`src/rtl/bram_req_arbiter.sv`:
```
// Round-robin arbiter that shares one single-port BRAM controller between NUM_REQ clients,
// sequencing each access from issue to response with a watchdog against a hung controller.
module bram_req_arbiter #(
    parameter int DATA_WIDTH = 32,
    parameter int ADDR_WIDTH = 12,
    parameter int NUM_REQ    = 2,
    parameter int TIMEOUT    = 64
) (
    input  logic                               system_clk,
    input  logic                               reset,
    input  logic [NUM_REQ-1:0]                 req,
    input  logic [NUM_REQ-1:0]                 req_mode,
    input  logic [NUM_REQ*ADDR_WIDTH-1:0]      req_addr,
    input  logic [NUM_REQ*DATA_WIDTH-1:0]      req_wdata,
    output logic [NUM_REQ-1:0]                 req_ack,
    output logic [NUM_REQ-1:0]                 rsp_valid,
    output logic                               rsp_err,
    output logic [DATA_WIDTH-1:0]              rsp_rdata,
    output logic                               busy,
    output logic [$clog2(NUM_REQ)-1:0]         grant_id,
    output logic                               ctrl_run,
    output logic                               ctrl_mode,
    output logic [ADDR_WIDTH-1:0]              ctrl_addr,
    output logic [DATA_WIDTH-1:0]              ctrl_wdata,
    input  logic                               ctrl_idle,
    input  logic                               ctrl_done,
    input  logic                               ctrl_read_valid,
    input  logic [DATA_WIDTH-1:0]              ctrl_read_data
);

    localparam int IDW = $clog2(NUM_REQ);

    localparam logic [2:0] S_IDLE  = 3'd0;
    localparam logic [2:0] S_ISSUE = 3'd1;
    localparam logic [2:0] S_WAIT  = 3'd2;
    localparam logic [2:0] S_RDATA = 3'd3;
    localparam logic [2:0] S_RESP  = 3'd4;

    logic [2:0]            r_state;
    logic [IDW-1:0]        r_last;
    logic [IDW-1:0]        r_grant_id;
    logic [NUM_REQ-1:0]    r_req_ack;
    logic [NUM_REQ-1:0]    r_rsp_valid;
    logic                  r_rsp_err;
    logic [DATA_WIDTH-1:0] r_rsp_rdata;
    logic                  r_ctrl_run;
    logic                  r_ctrl_mode;
    logic [ADDR_WIDTH-1:0] r_ctrl_addr;
    logic [DATA_WIDTH-1:0] r_ctrl_wdata;
    logic [15:0]           r_cnt;

    logic                  w_found;
    logic [IDW-1:0]        w_winner;
    logic [IDW-1:0]        w_idx;
    logic [15:0]           w_cnt_next;
    logic                  w_timeout;

    function automatic logic [NUM_REQ-1:0] f_onehot(input logic [IDW-1:0] id);
        logic [NUM_REQ-1:0] v;
        v     = '0;
        v[id] = 1'b1;
        return v;
    endfunction

    // Round-robin pick: first active request after the previous owner.
    always_comb begin
        w_found  = 1'b0;
        w_winner = '0;
        w_idx    = '0;
        for (int k = 1; k <= NUM_REQ; k++) begin
            w_idx = IDW'((int'(r_last) + k) % NUM_REQ);
            if (!w_found && req[w_idx]) begin
                w_found  = 1'b1;
                w_winner = w_idx;
            end else begin
                w_found  = w_found;
            end
        end
    end

    // Watchdog compare; a zero TIMEOUT never fires.
    always_comb begin
        w_cnt_next = r_cnt + 16'd1;
        if (TIMEOUT != 0) begin
            w_timeout = (w_cnt_next >= 16'(TIMEOUT));
        end else begin
            w_timeout = 1'b0;
        end
    end

    // Sequencer FSM with registered controller drive and client responses.
    always_ff @(posedge system_clk or negedge reset) begin
        if (!reset) begin
            r_state      <= S_IDLE;
            r_last       <= IDW'(NUM_REQ - 1);
            r_grant_id   <= '0;
            r_req_ack    <= '0;
            r_rsp_valid  <= '0;
            r_rsp_err    <= 1'b0;
            r_rsp_rdata  <= '0;
            r_ctrl_run   <= 1'b0;
            r_ctrl_mode  <= 1'b0;
            r_ctrl_addr  <= '0;
            r_ctrl_wdata <= '0;
            r_cnt        <= 16'd0;
        end else begin
            r_req_ack   <= '0;
            r_rsp_valid <= '0;
            r_ctrl_run  <= 1'b0;
            case (r_state)
                S_IDLE: begin
                    if (w_found && ctrl_idle) begin
                        r_grant_id   <= w_winner;
                        r_ctrl_mode  <= req_mode[w_winner];
                        r_ctrl_addr  <= req_addr[w_winner * ADDR_WIDTH +: ADDR_WIDTH];
                        r_ctrl_wdata <= req_wdata[w_winner * DATA_WIDTH +: DATA_WIDTH];
                        r_req_ack    <= f_onehot(w_winner);
                        r_ctrl_run   <= 1'b1;
                        r_state      <= S_ISSUE;
                    end
                end
                S_ISSUE: begin
                    r_cnt   <= 16'd0;
                    r_state <= S_WAIT;
                end
                S_WAIT: begin
                    // done has priority over a simultaneous timeout
                    if (ctrl_done) begin
                        if (r_ctrl_mode) begin
                            r_rsp_valid <= f_onehot(r_grant_id);
                            r_rsp_err   <= 1'b0;
                            r_state     <= S_RESP;
                        end else begin
                            r_cnt   <= w_cnt_next;
                            r_state <= S_RDATA;
                        end
                    end else if (w_timeout) begin
                        r_rsp_valid <= f_onehot(r_grant_id);
                        r_rsp_err   <= 1'b1;
                        r_rsp_rdata <= '0;
                        r_state     <= S_RESP;
                    end else begin
                        r_cnt <= w_cnt_next;
                    end
                end
                S_RDATA: begin
                    if (ctrl_read_valid) begin
                        r_rsp_valid <= f_onehot(r_grant_id);
                        r_rsp_err   <= 1'b0;
                        r_rsp_rdata <= ctrl_read_data;
                        r_state     <= S_RESP;
                    end else if (w_timeout) begin
                        r_rsp_valid <= f_onehot(r_grant_id);
                        r_rsp_err   <= 1'b1;
                        r_rsp_rdata <= '0;
                        r_state     <= S_RESP;
                    end else begin
                        r_cnt <= w_cnt_next;
                    end
                end
                S_RESP: begin
                    r_last  <= r_grant_id;
                    r_state <= S_IDLE;
                end
                default: begin
                    r_state <= S_IDLE;
                end
            endcase
        end
    end

    assign req_ack    = r_req_ack;
    assign rsp_valid  = r_rsp_valid;
    assign rsp_err    = r_rsp_err;
    assign rsp_rdata  = r_rsp_rdata;
    assign busy       = (r_state != S_IDLE);
    assign grant_id   = r_grant_id;
    assign ctrl_run   = r_ctrl_run;
    assign ctrl_mode  = r_ctrl_mode;
    assign ctrl_addr  = r_ctrl_addr;
    assign ctrl_wdata = r_ctrl_wdata;

endmodule

```
`config.mk`:
```
export PLATFORM = sky130hd
export DESIGN_NAME = bram_req_arbiter
export DESIGN_NICKNAME = d
export VERILOG_FILES = /design/src/rtl/bram_req_arbiter.sv
export SDC_FILE = /design/constraint.sdc
export NUM_CORES = 1
export LEC_CHECK = 0
export CORE_MARGIN = 2
export CORE_UTILIZATION = 30
export CTS_CLUSTER_DIAMETER = 30
export DETAILED_ROUTE_END_ITERATION = 8
export PLACE_DENSITY_LB_ADDON = 0.25
export RECOVER_POWER = 25
export REMOVE_ABC_BUFFERS = 1
export SETUP_SLACK_MARGIN = 0.2
export SLEW_MARGIN = 15
export SYNTH_ARGS = -nofsm -noshare
export SYNTH_HDL_FRONTEND = slang
export SYNTH_SLANG_ARGS = --single-unit
```
`constraint.sdc`:
```
create_clock -name system_clk -period 2.6 [get_ports system_clk]
set_input_delay 0.52 -clock system_clk [delete_from_list [all_inputs] [get_ports system_clk]]
set_output_delay 0.52 -clock system_clk [all_outputs]
set_load 0.05 [all_outputs]
```
* Word level (Yosys, flattened, before mapping)
Cells that the tools add are included.
** Word-level totals
- Bits in registers :: 104
- Word-level logic and storage cells :: 90
** Operators by class
- Reduce and logical (&&, ||, !) cells :: 13
- Shift operators :: 2
- Multiplexer cells :: 43
- Order comparisons :: 7
- Multipliers :: 1
- $add $sub $neg :: 3
- Equal/unequal tests :: 9
** Operators with widths (count)
- 32-bit two-way mux :: 3
- 16-bit two-way mux :: 4
- 32-bit one-hot mux with 2 select lines :: 1
- 64-bit by 7-bit variable part select with 32-bit output :: 1
- 16-bit one-hot mux with 3 select lines :: 1
- 24-bit by 6-bit variable part select with 12-bit output :: 1
- 1-bit two-way mux :: 18
- 16-bit by 1-bit adder with 16-bit output (second input constant) :: 1
- 16-bit by 7-bit >= comparator with 1-bit output (second input constant) :: 1
- 3-bit two-way mux :: 5
- 2-bit two-way mux :: 6
- 3-bit one-hot mux with 4 select lines :: 1
- 1-bit by 2-bit < comparator with 1-bit output (second input constant) :: 4
- 3-bit by 2-bit equality test with 1-bit output (second input constant) :: 2
- 2-bit != test (second input constant) :: 3
- 3-bit != test (second input constant) :: 2
- 2-bit AND reduction :: 3
- 3-bit nonzero test :: 2
- 1-bit logical AND :: 4
- 2-bit one-hot mux with 2 select lines :: 1
- 3-bit by 1-bit equality test with 1-bit output (second input constant) :: 1
- 3-bit equality test (second input constant) :: 1
- 3-bit zero test :: 1
- 1-bit by 2-bit multiplier with 3-bit output (second input constant) :: 1
- 7 further kinds :: 10

* Logic depth before layout (Yosys ltp)
- Depth after elaboration :: 13
- Gate-level depth with buffers :: 9

* Worst setup path before layout
No wires, ideal clock.
- Kind :: flip-flop to flip-flop
- From :: register r_cnt[0]
- To :: register r_cnt[3]
- Library setup time :: 0.095 ns
- Data arrival time :: 2.402 ns
- Data required time :: 2.505 ns
- Path slack :: 0.102 ns
- Cell stages (with the launch flop) :: 10
- Cells stage by stage :: dfrtp_1 -> ha_1 -> nand3_2 -> or3_4 -> nor4_4 -> nor3_1 -> or3_1 -> buf_4 -> o21a_4 -> o31ai_1
** Between the ends
- Word-level cells in the longest chain between the ends :: 5
** RTL lines
- start: declaration :: line 50 : logic [15:0] r_cnt;
- start signal: assignment :: line 134 : r_cnt <= w_cnt_next;
- start signal: assignment :: line 143 : r_cnt <= w_cnt_next;
- start signal: assignment :: line 158 : r_cnt <= w_cnt_next;
- 16-bit by 1-bit adder with 16-bit output * :: line 83 : w_cnt_next = r_cnt + 16'd1;
- 16-bit by 7-bit >= comparator with 1-bit output :: line 85 : w_timeout = (w_cnt_next >= 16'(TIMEOUT));
- 16-bit two-way mux :: line 137, 152
- 16-bit two-way mux (on tied branches) :: line 147, 128
- 16-bit one-hot mux with 3 select lines * :: line 110 : case (r_state)
Mark *: on every way between the ends. The rest lies on a longest branch, timed or not. The select of a mux whose other input is x is not followed.
A chain may end at the register's enable or synchronous reset.

* Final worst setup path
- From :: register r_cnt[0]
- To :: register r_cnt[4]
The elaborated chain is that of the path after synthesis.

==> results_dict.tcl <==
set metrics [dict create \
    synth_flop_cell "dfrtp_1" \
    drive_above_1_share 0.1319 \
    cp_num_buf_inv 1 \
    rows 46 \
    power_density_nw_per_um2 1193 \
    track_usage 0.1719 \
    dpl_worst_slack_ns -0.04472 \
    r2r_setup_slack_ns 0.13 \
    maxCapViolCount 1 \
    min_from "ctrl_addr[9]" \
    violations "max-capacitance violations, max-slew violations" \
    core_sq_um 16000 \
    dieArea_sq_um 17570 \
    vias_per_cell 4.797 \
    holdPathStages 2 \
    timing.final.crit_share 0.9505 \
    cp_data_required_time_ns 2.87 \
    overflow 0 \
    cts-buffers-inserted 9 \
    drv_slew 34 \
    first_pass_iters 4 \
    final_common_cell "clkdlybuf4s50_1" \
    status "finished with violations" \
    clk_pin_slew_ns 0.08 \
    syn_inst 529 \
    drt.antenna.violating_nets 0 \
    area_delta_synth_final_pct 62.62 \
    syn-cell-area_sq_um 4957 \
    crit_top_cell "or3_4" \
    start_kind "flop" \
    path_max_fanout 7 \
    final_nets 891 \
    worstHoldEndpoint "ctrl_addr[9]" \
    drt_iter0_drc 223 \
    drc 0 \
    hold_viol 0 \
    grt_start_max_net_pins 94 \
    r2r_cells 9 \
    synth.yosys.warnings 0 \
    layout_min_cycle_time_ns 2.471 \
    cp-end-kind "flop" \
    synthArstFlopShare 1.000 \
    cts_tree "built" \
    worstReg2RegStart "r_cnt[0]" \
    leakage_nw 3.396 \
    wire_per_inst_um 15.49 \
    grt_pass1_vias 4746 \
    cts_max_path_buffers 2 \
    fin_skew_ns 0.009268 \
    synth_area_per_cell_sq_um 9.371 \
    finalSetupViolations 0 \
    crit_type "reg2reg" \
    critPathMaxStageDelay_ns 0.43 \
    clkLatencyLatePin_ns 0.35 \
    ys_ff_latch 104 \
    dpl.hpwl_mm 11.02 \
    diodes 0 \
    die_w_um 132.5 \
    r2r_end "r_cnt[4]" \
    relSlewSlack -0.1687 \
    synth_edf_count 0 \
    arrival_ns 2.74 \
    initial_core_util 0.3098 \
    seq_area_frac_synth 0.5252 \
    n_fill_cell 1496 \
    rsz0062_at_grt "true" \
    routabilityCongestion 0.9016 \
    io_buffers 213 \
    final_cell_mix "clkdlybuf4s50_1, nand2_1, dfrtp_1" \
    clkSinkCount 104 \
    die_h_um 132.5 \
    htreeDepth 3 \
    fin_util 0.5038 \
    worstMarginPinSlew_ns 1.753 \
    wl_mm 15.22 \
    grt_pass1_wl_mm 24.23 \
    antenna_found_initial 0 \
    ys_types 57 \
    ioPinCount 214 \
    cp_cell_sequence "ha_2, nand3_2, or3_4, nor4_4, nor3_4, or3_4, o21a_4, buf_4, o22ai_2" \
    cpMaxStageDelayCell "or3_4" \
    fin_ws_ns 0.1286 \
    fmax_mhz 404.6 \
    ir_drop_v 0.0006279 \
    hold_path.class "reg2reg" \
    vias 4711 \
    critPathTopFamily "simple AND/OR/NAND/NOR gates" \
    tns_ns 0 \
    cts-root-buf "clkbuf_16" \
]
-- layer usage --
| layer | vias to the layer above | wire (um) | track usage |
|---|---|---|---|
| met2 | 206 | 7533 | 0.2904 |
| met1 | 2202 | 5907 | 0.1989 |
| li1 | 2285 | - | - |
| met5 | - | 0 | 0 |
| met4 | 0 | 216 | 0.04480 |
| met3 | 18 | 1559 | 0.07663 |
-- synthesized netlist by cell type (all sizes together), types with 3 or more instances --
cell type,n,area share
nor4,5,0.0093
nand3,10,0.012
inv,41,0.031
nor3,7,0.0081
a31oi,6,0.0088
o31ai,3,0.0045
dfrtp,103,0.52
nor2,22,0.017
and3,3,0.0038
nand2b,3,0.0038
nand4,4,0.0063
clkbuf,20,0.015
o22ai,6,0.0076
or3,8,0.011
o21ai,92,0.093
mux2i,45,0.091
buf,7,0.0066
or2,3,0.0038
a21oi,10,0.010
nand2,97,0.073
-- flip-flops by register name (all words and copies together), names as in the netlist --
signal      cells
ctrl_run        1
req_ack         2
grant_id        1
rsp_valid       2
r_cnt          16
ctrl_wdata     32
ctrl_addr      12
r_last          1
r_state         3
ctrl_mode       1
rsp_rdata      32
rsp_err         1
-- per-stage QoR --
step           hold WS [ns]  total power [mW]  instances  cell area (sq um)
5_1_grt              0.5120             10.17        982               8061
6_report             0.4839             9.615        982               8061
2_1_floorplan        0.2244             6.020        502               4850
3_3_place_gp         0.4620             8.027        952               7473
4_1_cts              0.1195             9.546        975               7891
3_5_place_dp         0.4742             8.103        952               7473
-- power breakdown --
| part | switching (mW) | total [mW] | internal [mW] | leakage [nW] |
|---|---|---|---|---|
| logic | 3.64 | 5.56 | 1.92 | 1.92 |
| registers | 0.440 | 2.73 | 2.29 | 1.34 |
| clock network | 0.638 | 1.32 | 0.686 | 0.129 |
-- what timing repair did --
item	CTS	global route
cloned	0	1
hold buffers	0	0
endpoints found under the setup margin	49	50
pin swaps	4	10
resized for setup	18	29
buffers inserted	7	6
-- worst max-delay path by stage --
stage / from / end / slack (ns) / cells after the start
6_report: r_cnt[0] / r_cnt[4] / 0.13 / 9
5_1_grt: r_cnt[0] / r_cnt[6] / 0.04 / 9
4_1_cts: r_cnt[0] / r_cnt[2] / 0.20 / 8
3_5_place_dp: r_cnt[0] / r_cnt[3] / -0.04 / 8
3_3_place_gp: r_cnt[0] / r_cnt[2] / 0.05 / 8
2_1_floorplan: req[1] / ctrl_addr[0] / -3.42 / 3
-- logic make-up (layout without fill, tap and decap cells) --
family                     Yosys count  in the layout  share of synthesized area
and+or+nand+nor                    167            167                     0.1560
AOI/OAI and AO/OA                  139            139                     0.1638
adders and majority gates            1              1                   0.002524
buffers and inverters               69            306                    0.05351
DFF                                104            104                     0.5252
xor gates and xnor gates             2              2                   0.003534
muxes                               47             47                    0.09541
-- cell type report --
cell class                      count  area [sq um]  area share
Multi-Input combinational cell    356          2285      0.2834
Clock inverter                      6         50.05    0.006208
Sequential cell                   104          2611      0.3239
Clock buffer                       10         239.0     0.02964
Tap cell                          216         270.3     0.03352
Inverter                           42         157.7     0.01956
Timing Repair Buffer              248          2449      0.3037
-- worst min-delay path: stages (launching register included) --
cell	delay, ns
dfrtp_1	0.35
nand2_1	0.04
o21ai_0	0.06
(Power assumes the default switching activity.)
